### src/rtl/sum_pipe_pkg.sv
// Shared types and defaults for the sum pipeline stages.
// Window state encoding, default widths and a constant-width helper.
package sum_pipe_pkg;

    typedef enum logic [0:0] {
        ACCUM = 1'b0,
        HOLD  = 1'b1
    } state_e;

    localparam int DATA_W_DEF = 8;
    localparam int COUNT_DEF  = 4;
    localparam int ACC_W_DEF  = 10;

    function automatic int clog2(input int unsigned v);
        int unsigned r;
        r = 0;
        while ((32'd1 << r) < v) begin
            r++;
        end
        return int'(r);
    endfunction

endpackage

### src/rtl/sum_window_accumulator_sat_adder.sv
// Accumulator adder: ACC_W + DATA_W -> ACC_W with carry-out reported as ovf.
// ACC_SATURATE_EN selects clamp-to-all-ones instead of modular wrap on overflow.
module sat_adder
    import sum_pipe_pkg::*;
#(
    parameter int ACC_W  = ACC_W_DEF,
    parameter int DATA_W = DATA_W_DEF
) (
    input  logic [ACC_W-1:0]  a,
    input  logic [DATA_W-1:0] b,
    output logic [ACC_W-1:0]  sum,
    output logic              ovf
);

    logic [ACC_W:0] full;

    always_comb begin
        full = {1'b0, a} + (ACC_W + 1)'(b);
        ovf  = full[ACC_W];
`ifdef ACC_SATURATE_EN
        // Once clamped, any further nonzero add overflows again, so the clamp holds.
        sum  = ovf ? '1 : full[ACC_W-1:0];
`else
        sum  = full[ACC_W-1:0];
`endif
    end

endmodule

### src/rtl/sum_window_accumulator.sv
// Collects COUNT samples over a valid/ready stream and emits window total, average and overflow.
// Overflow handling follows ACC_SATURATE_EN (saturate when defined, wrap otherwise).
module sum_window_accumulator
    import sum_pipe_pkg::*;
#(
    parameter int DATA_W = DATA_W_DEF,
    parameter int COUNT  = COUNT_DEF,
    parameter int ACC_W  = ACC_W_DEF
) (
    input  logic                      clk,
    input  logic                      rst,
    input  logic [DATA_W-1:0]         in_data,
    input  logic                      in_valid,
    output logic                      in_ready,
    output logic [ACC_W-1:0]          out_sum,
    output logic [DATA_W-1:0]         out_avg,
    output logic                      out_ovf,
    output logic                      out_valid,
    input  logic                      out_ready,
    output logic [clog2(COUNT)-1:0]   fill
);

    localparam int FILL_W = clog2(COUNT);
    localparam logic [0:0] ST_ACCUM = ACCUM;
    localparam logic [0:0] ST_HOLD  = HOLD;

    logic [0:0]       state;
    logic [ACC_W-1:0] acc;
    logic [ACC_W-1:0] add_sum;
    logic             add_ovf;
    logic             ovf_lat;
    logic             handshake;
    logic             last;

    assign in_ready  = (state == ST_ACCUM);
    assign handshake = in_valid & in_ready;
    assign last      = (fill == FILL_W'(COUNT - 1));

    sat_adder #(
        .ACC_W  (ACC_W),
        .DATA_W (DATA_W)
    ) u_sat_adder (
        .a   (acc),
        .b   (in_data),
        .sum (add_sum),
        .ovf (add_ovf)
    );

    always_ff @(posedge clk) begin
        if (rst) begin
            state     <= ST_ACCUM;
            acc       <= '0;
            fill      <= '0;
            ovf_lat   <= 1'b0;
            out_valid <= 1'b0;
            out_sum   <= '0;
            out_avg   <= '0;
            out_ovf   <= 1'b0;
        end else begin
            case (state)
                ST_ACCUM: begin
                    if (handshake) begin
                        acc     <= add_sum;
                        ovf_lat <= ovf_lat | add_ovf;
                        if (last) begin
                            // Result comes straight from the final add, not from acc.
                            out_sum   <= add_sum;
                            out_avg   <= DATA_W'(add_sum >> FILL_W);
                            out_ovf   <= ovf_lat | add_ovf;
                            out_valid <= 1'b1;
                            fill      <= '0;
                            state     <= ST_HOLD;
                        end else begin
                            fill <= fill + FILL_W'(1);
                        end
                    end
                end
                ST_HOLD: begin
                    if (out_ready) begin
                        out_valid <= 1'b0;
                        acc       <= '0;
                        ovf_lat   <= 1'b0;
                        state     <= ST_ACCUM;
                    end
                end
                default: state <= ST_ACCUM;
            endcase
        end
    end

endmodule

### config.mk
export PLATFORM = sky130hd
export DESIGN_NAME = sum_window_accumulator
export DESIGN_NICKNAME = d
export VERILOG_FILES = /design/src/rtl/sum_pipe_pkg.sv /design/src/rtl/sum_window_accumulator_sat_adder.sv /design/src/rtl/sum_window_accumulator.sv
export SDC_FILE = /design/constraint.sdc
export NUM_CORES = 1
export LEC_CHECK = 0
export CORE_MARGIN = 1.5
export CORE_UTILIZATION = 53
export CTS_CLUSTER_DIAMETER = 200
export DETAILED_ROUTE_END_ITERATION = 7
export PLACE_DENSITY = 0.86
export SYNTH_ARGS = -nofsm -noshare
export SYNTH_HDL_FRONTEND = slang
export SYNTH_SLANG_ARGS = --single-unit
export TNS_END_PERCENT = 10
### constraint.sdc
create_clock -name clk -period 4.95 [get_ports clk]
set_clock_uncertainty 0.15 [all_clocks]
set_input_delay 0.99 -clock clk [delete_from_list [all_inputs] [get_ports clk]]
set_output_delay 0.99 -clock clk [all_outputs]
set_load 0.05 [all_outputs]
; ---- Word level (Yosys, flattened, before mapping)
; Index checks and enable logic that the tools add are counted.
[op_classes]
addsub = 2
n_eq_ne = 4
n_mux = 14
n_bitwise = 3
reduce_logical = 4
[op_table]
columns = op, n
row1 = $mux 10, 2
row2 = $pmux 10 s2, 1
row3 = $add 10x8->11, 1
row4 = $mux 1, 7
row5 = $pmux 1 s2, 3
row6 = $reduce_and 3->1, 2
row7 = $ne 2x1->1 const B, 2
row8 = $reduce_and 2->1, 2
row9 = $add 2x1->2 const B, 1
row10 = $eq 2x2->1 const B, 1
row11 = $mux 2, 1
row12 = $ne 2x2->1 const B, 1
row13 = $and 1x1->1, 1
row14 = $not 1->1, 1
row15 = $or 1x1->1, 1
[totals]
ff_bits = 34
input_bits = 12
word_cells = 35

; ---- Depth between registers and ports, before layout
; Gate-level depths: netlist (run 1).
[depth]
ltp_word = 4
ltp_mapped = 6
mapped_depth_nobuf = 6

; ---- Cells and area by module
; A second synthesis (run 1) with hierarchy kept.
[hier_totals]
hier_cells = 172
area_unflattened_um2 = 1428.9
[modules_own_cells]
columns = module, n_inst, cells_each, area_per_inst_um2, seq_area_each_um2
row1 = sum_window_accumulator, 1, 111, 993.5, 520.5
row2 = sat_adder, 1, 61, 435.4, 0.0

; ---- Worst setup path before layout (run 1)
; OpenSTA, ideal clock, no wires.
[synth_path]
kind = in2reg
start = input port in_data[0]
end = register out_sum[8]
setup_time_ns = 0.062
arrival_time_ns = 2.404
required_time_ns = 4.738
slack_ns = 2.333
stages = 6
path_buffers = 0
cell_sequence = ha_1 -> fa_1 -> nand3_2 -> a211oi_4 -> or4_1 -> nand3_1
[synth_between]
elab_chain_cells = 1
[synth_lines]
columns = item, line
row1 = from (decl), sum_window_accumulator.sv:12  ; input logic [DATA_W-1:0] in_data,
row2 = $add 10x8->11, sum_window_accumulator_sat_adder.sv:18  ; full = {1'b0, a} + (ACC_W + 1)'(b);
row3 = to (signal assigned), sum_window_accumulator.sv:67  ; out_sum <= add_sum;
row4 = to (decl), sum_window_accumulator.sv:15  ; output logic [ACC_W-1:0] out_sum,
; Every way passes these cells.
; A chain may end at the register's enable or synchronous reset.

; ---- Worst setup path after layout (run 1)
[layout_path]
start = input port in_data[0]
end = register acc[8]
[layout_between]
elab_chain_cells = 3
[layout_lines]
columns = item, line
row1 = $add 10x8->11, sum_window_accumulator_sat_adder.sv:18
row2 = $mux 10, sum_window_accumulator.sv:62  ; if (handshake) begin
row3 = $pmux 10 s2, sum_window_accumulator.sv:60  ; case (state)
row4 = to (signal assigned), sum_window_accumulator.sv:63  ; acc <= add_sum;
row5 = to (decl), sum_window_accumulator.sv:28  ; logic [ACC_W-1:0] acc;
; Every way passes these cells. The select of a mux whose other input is x is not followed.

==> results of run 1 <==
## worst max-delay path, stage by stage
cell and delay, ns:
clkdlybuf4s50_1 0.40, ha_1 0.25, fa_1 0.42, nand3_2 0.15
a211oi_4 0.10, or3_1 0.37, a221oi_2 0.21
## per-layer routing
metal / share of wire (%) / GRT usage, % / wire length [um]
met1: 45 / 29.1 / 1520
met2: 50 / 38.0 / 1700
met3: 3.8 / 2.07 / 129
met4: 0.68 / 6.31 / 23
met5: 0 / 0 / 0
## logic make-up after synthesis
| logic type | synth area share [%] |
|---|---|
| AND/OR/NAND/NOR | 22.8 |
| AO/OA/AOI/OAI | 26.7 |
| flip-flops | 33.9 |
| buffers and inverters | 6.84 |
| adder cells (fa/ha/maj) | 8.63 |
| XOR/XNOR | 1.14 |
## layout make-up
cell class / instances / area share [%]
multi-input cells: 133 / 48.5
flip-flops and latches: 26 / 27.7
repair buffers: 35 / 18.5
well taps: 31 / 2.07
clock inverters: 1 / 1.60
clock buffers: 3 / 1.20
inverters: 2 / 0.400
## report_power, final
group | internal, mW | switching, mW
combinational | 0.0521 | 0.0785
clock | 0.0819 | 0.0662
sequential | 0.220 | 0.00800
## worst min-delay path by stage
stage / start / end / slack [ns]
after floorplan: acc[4]$_SDFFE_PP0P_ / acc[4]$_SDFFE_PP0P_ / 0.29
after CTS: out_valid$_SDFFE_PP0P_ / out_valid$_SDFFE_PP0P_ / 0.32
after global routing: out_valid$_SDFFE_PP0P_ / out_valid$_SDFFE_PP0P_ / 0.34
after global placement: out_valid$_SDFFE_PP0P_ / out_valid$_SDFFE_PP0P_ / 0.29
after detailed placement: out_valid$_SDFFE_PP0P_ / out_valid$_SDFFE_PP0P_ / 0.30
final: out_valid$_SDFFE_PP0P_ / out_valid$_SDFFE_PP0P_ / 0.31
## cells in the final DEF (no fill, tap or decap), types with 3 or more instances in the layout
master	instances
a21oi_1	16
a22oi_1	3
clkbuf_4	3
clkdlybuf4s50_1	34
dfxtp_1	26
ha_1	9
nand2_1	19
nand2b_1	5
nand3_1	6
nand3b_1	9
nor2_1	10
nor3_1	7
o211ai_1	5
o31ai_1	4
or3_1	3
## flip-flops by register name, indices dropped and copies added, names as in the netlist
register	cells
acc	10
fill	2
out_ovf	1
out_sum	10
out_valid	1
ovf_lat	1
state	1
## through the flow
stage	util [%]	hold WS (ns)	std cells
2_1_floorplan	-	0.286	178
3_3_place_gp	66.2	0.293	227
3_5_place_dp	66.2	0.298	227
4_1_cts	68.1	0.317	231
5_1_grt	68.1	0.337	231
6_report	68.1	0.312	231
==> run metrics, run 1 <==
status=completed; die height=56.8 um; total track usage=22.0%; Die Span X=56.8 um; Worst Reg2Reg Path Length in Cells=4; CTS root buf=clkbuf_4; GPL Wtd Cong=0.904; average wire per standard cell=14.6 um; Unique masters post-synth=48; async set-or-reset flop fraction in the synthesized netlist=0%; Core Rows=19; cell with the most instances after synthesis=dfxtp_1; Resized cells post-CTS=0; first-pass GRT wire length=5.71 mm; Hold Path Depth=2; clk buf depth=2; crit share post-route=56.3%; Pre-antenna DRT Iters=4; crit path to=acc[8]$_SDFFE_PP0P_; Clock Pin Slew Worst Setup and Hold Paths=0.14 ns; drt first-iter violations=42; largest area contributor in the netlist=dfxtp_1; Max VDD drop=0.000179 V; Avg Cell Area, Syn=8.63 um2; Crit. End Element=flop; ANT nets after route=0; H-tree Lvls=1; Pleak=0.691 nW; mapped cell area=1540 um2; Max Transition Viols Final=0; IO buf count=34; CP max FO=6; clock tree from TritonCTS=done; Final nets=223; # diodes=0; Final Instance Area=1880 um2; Worst Setup SP=in_data[0]; RSZ-0062 raised after global routing=false; multi-input logic area=911 um2; post-CTS setup buffer count=0; # fillers=210; Power, Total=507 uW; Startpoint Class=input pin; vias per inst=6.07; max-slew headroom at the worst pin=38.1%; critical path class=input pin to flop; final wirelength=3.37 mm; CP arrival=2.89 ns; Core ar.=2760 um2; final setup margin=2.16 ns; Post-synth EDFFs=0; worst slew pin tran=0.927 ns; top post-synthesis cells by count=dfxtp_1, nand2_1, a21oi_1; Sink Count=26; top cell type's share of synthesized area=33.9%; Pwr Density=270 nW/um2; GRT overflow=0; Reg2Reg Capture Point=out_sum[8]$_SDFFE_PP0P_; CTS Buf Count=3; initial antenna violation count=0; Placement Setup Slack=1.83 ns; layout cells sized above 1=8.00%; largest net degree at the start of global routing=37; # IOs=35; Syn Nets=200; Primary FF master, synth=dfxtp_1; starting density of the core=55.7%; DP Area=1830 um2; Clock Latency Late Sink=0.32 ns; final hold vios=0; #FFs+latches synth=26; worst path required time=5.05 ns; reg-to-reg slack, setup=2.78 ns; vias in the first global route=1,273; synth top area cells=dfxtp_1, ha_1, a21oi_1; worst r2r src=fill[0]$_SDFFE_PP0P_; YS warnings=0; die area=3230 um2; Fin Setup TNS=0 ns; DRC viols=0; total of max-cap violations=0; min Tclk post-route=2.79 ns; fmax=359 MHz; register area=520 um2; via count=1,402; setup violators final=0; HPWL Detailed=2.46 mm; Layout area overhead=22.2%; Synth Instances=178; sequential share of the synthesized area=33.9%; hold_buf cts=0; Hold Crit Class=flop to flop
Note: power is estimated with default switching activity, not from simulation.
==> run 2: changes to the inputs <==
CORE_UTILIZATION = 45   (was 53)
PLACE_DENSITY = 0.78   (was 0.86)
clock period = 2.4 ns   (was 4.95 ns; I/O delays follow)
==> run 2 against run 1 <==
Setup slack got worse by 2.0 ns. Final area increased by 7.0%. Register-to-register slack got worse by 2.4 ns. Sequential share of layout area decreased by 1.8 points. First-iteration DRC count increased by 40%. Cell count increased by 13%. Die area increased by 17%. Critical path depth unchanged. Combinational power increased by 130%. Core utilization decreased by 7.4 points. Non-clock buffer count increased by 15. Power increased by 110%.
==> run metrics, run 2 (same netlist as run 1, synthesis figures left out) <==
placed cells=257; setup violators final=0; CP arrival=2.34 ns; post-CTS setup buffer count=0; average wire per standard cell=13.7 um; switching power=322 uW; Pwr Density=538 nW/um2; Core Rows=21; worst slew pin tran=0.572 ns; commonest non-fill, non-tap cell in the layout=clkdlybuf4s50_1; hold_buf cts=0; H-tree Lvls=1; via count=1,465; Core ar.=3310 um2; Resized cells post-CTS=0; largest net degree at the start of global routing=16; ANT nets after route=0; final wirelength=3.59 mm; worst path required time=2.50 ns; Die Span X=61.4 um; drt first-iter violations=59; most frequent cells in the layout=clkdlybuf4s50_1, dfxtp_1, nand2_1; DP Area=1960 um2; Clock Latency Late Sink=0.32 ns; critical path class=input pin to flop; max-slew headroom at the worst pin=61.9%; biggest regs=acc x10, out_sum x10, fill x2; GRT overflow=0; Post-Route Utilization=60.7%; # IOs=35; status=completed; Final nets=238; initial antenna violation count=0; HPWL Detailed=2.83 mm; Clock Pin Slew Worst Setup and Hold Paths=0.16 ns; IO buf count=34; crit share post-route=93.4%; # diodes=0; Layout area overhead=30.8%; Int Power=758 uW; Max VDD drop=0.000302 V; Hold Slack=0.320 ns; RSZ-0062 raised after global routing=false; DRC viols=0; clock tree from TritonCTS=done; CTS root buf=clkbuf_4; final hold vios=0; GPL Wtd Cong=0.901; sequential share of power=43.5%; Max Transition Viols Final=0; clock power share=28.5%; Pre-antenna DRT Iters=4; die area=3770 um2; min Tclk post-route=2.24 ns; vias per inst=5.61; layout cells sized above 1=14.4%; vias in the first global route=1,411; first-pass GRT wire length=6.02 mm; total track usage=21.0%; Hold Crit Class=flop to flop; Pleak=0.762 nW; Fin Setup TNS=0 ns; fmax=446 MHz; CP max FO=6; starting density of the core=46.4%; total of max-cap violations=0; Sink Count=26; clk buf depth=2; CTS Buf Count=3; Crit. End Element=flop; non-filler cells, final=261; die height=61.4 um; Sw Ratio=29.8%; Final Instance Area=2010 um2; Startpoint Class=input pin; share of power burned in combinational logic=28.0%
-- run 2: changes by cell type in the layout (fill, tap and decap cells not counted) --
cell and delta:
buf_4 +15
-- run 2: worst paths after layout --
kind                                from                      to  slack [ns]  cells past startpoint
hold reg to reg   out_valid$_SDFFE_PP0P_  out_valid$_SDFFE_PP0P_        0.32                      2
setup reg to reg     acc[0]$_SDFFE_PP0P_     acc[8]$_SDFFE_PP0P_        0.40                      6
setup / recovery              in_data[0]     acc[8]$_SDFFE_PP0P_        0.16                      7
hold / removal    out_valid$_SDFFE_PP0P_  out_valid$_SDFFE_PP0P_        0.32                      2
-- run 2: cell type report --
type | count | area, um2
clock buffers | 3 | 22.5
clock inverters | 1 | 30.0
fillers | 297 | 1300
inverters | 2 | 7.51
multi-input cells | 133 | 911
flip-flops and latches | 26 | 520
well taps | 46 | 57.6
repair buffers | 50 | 460
-- run 2: critical path, stage by stage --
cell and delay (ns):
clkdlybuf4s50_1 0.40, ha_1 0.23, fa_1 0.40, nand3_2 0.14
a211oi_4 0.10, or3_1 0.37, a221oi_2 0.23
-- run 2: power by group through the flow --
stage                     Combinational, mW  Sequential, mW  Clock, mW
final                                 0.303           0.470      0.308
after floorplan                       0.186           0.488          0
after detailed placement              0.299           0.480          0
after global routing                  0.332           0.473      0.331
after CTS                             0.301           0.470      0.316
after global placement                0.290           0.478          0
-- run 2: through the flow --
stage / worst slack [ns] / power [mW]
finish: 0.157 / 1.08
global route: 0.105 / 1.14
detailed placement: -0.171 / 0.779
floorplan: 0.293 / 0.675
CTS: 0.175 / 1.09
global placement: -0.125 / 0.768
-- run 2: per-layer routing --
metal	global-route usage (%)	share of wire, %	vias up
met5	0	0	-
li1	-	-	727
met2	37.7	50	50
met4	5.78	0.61	0
met1	26.4	44	686
met3	2.52	4.8	2
==> RTL edit (config.mk and constraints of run 2) <==
The package constant `ACC_W_DEF` goes from 10 to 12.
--- a/src/rtl/sum_pipe_pkg.sv
+++ b/src/rtl/sum_pipe_pkg.sv
@@ -9,7 +9,7 @@
 
     localparam int DATA_W_DEF = 8;
     localparam int COUNT_DEF  = 4;
-    localparam int ACC_W_DEF  = 10;
+    localparam int ACC_W_DEF  = 12;
 
     function automatic int clog2(input int unsigned v);
         int unsigned r;
Interface: changed (resized out_sum); port bits go from 35 to 37. The function was not compared with the original's and may differ.
==> RTL edit against run 2 <==
  * Total power grew 8.4%
  * Worst setup slack got worse by 0.082 ns
  * Wire length rose by 0.78%
  * Critical path type unchanged
  * Critical endpoint is now acc[7]
  * Sequential power grew 15%
  * Area after synthesis up 5.0%
  * Cell area is 8.7% higher
  * Die area is 4.7% higher
  * Highest routed layer unchanged
  * Sequential cell count is 4 higher
  * Largest power group unchanged
==> RTL edit: results (changes against run 2) <==
syn_nets=201 (+0.50%); gpl congestion=0.880 (-2.4%); layout buffering overhead excluding clock cells=24.0% (+1.1 points); H-Tree Depth=2 (+1); multi-input gates=126 (-5.3%); routed len/inst=13.3 µm (-2.9%); net switching power=375 µW (+16%); WP data arrival=2.40 ns (+0.06 ns); Final clock-cell share=2.06% (-0.55 points); clock sinks=30 (+15%); met1 GRT Util=22.6% (-3.8 points); Worst Setup SP=in_data[1]; Storage cell area=601 µm² (+15%); period utilization=96.9% (+3.4 points); placed cell areas=2070 µm² (+5.8%); Post-Layout Cell Count=271 (+3.8%); register-to-register setup slack=0.27 ns (-0.13 ns); Post-Place Cells=262 (+1.9%); DP HPWL=2810 µm (-0.91%); clock buffer count from CTS=5 (+2); multi-input combinational area share=42.9% (-2.4 points); GRT met2 Usage=33.4% (-4.3 points); met3 usage=4.50% (+2.0 points); largest net degree at the start of global routing=15 (-1); Cells after Synth=179 (+0.56%); status=completed; Crit Path Max Fanout=3 (-3); Top delay family on crit path=compound AO/OA/AOI/OAI gates; Post-Synth Adder-Cell Area=8.22% (-0.41 points); Layout fillers=269 (-9.4%); Clk power=271 µW (-12%); initial drt markers=76 (+29%); metal2 WL=1780 µm (-1.2%); CLK BUF=7 (+4); IO Port Bufs=36 (+5.9%); reg2reg path depth=9 (+3); nets=247 (+3.8%); layout cell share with drive strength beyond 1=17.8% (+3.4 points); first-pass GRT wire length=5930 µm (-1.4%); ranking of synthesized cells by area=dfxtp_1 37%, a22o_1 7.6%, ha_1 7.0%
[RTL edit: cell types whose count changed after synthesis, moves of 3 or more]
| cell | change |
|---|---|
| a22o_1 | +14 |
| nand3b_1 | -9 |
| xnor2_1 | +8 |
| nor3_1 | -7 |
| a21oi_1 | -4 |
| dfxtp_1 | +4 |
| inv_1 | +3 |
| o211ai_1 | -3 |
| o31ai_1 | -3 |
[RTL edit: how the worst min path moves through the flow]
stage               depth (start not counted)  slack [ns]  startpoint          to
floorplan                                   2        0.28     ovf_lat     ovf_lat
global placement                            2        0.29     ovf_lat     ovf_lat
detailed placement                          2        0.30  out_sum[1]  out_sum[1]
CTS                                         2        0.32  out_sum[1]  out_sum[1]
global route                                2        0.35  out_sum[1]  out_sum[1]
finish                                      2        0.31  out_sum[1]  out_sum[1]
[RTL edit: what timing repair did]
action,4_1_cts,5_1_grt
gates resized for setup,2,9
setup buffers,1,1
pin swaps,2,5
setup endpoints to repair,4,8
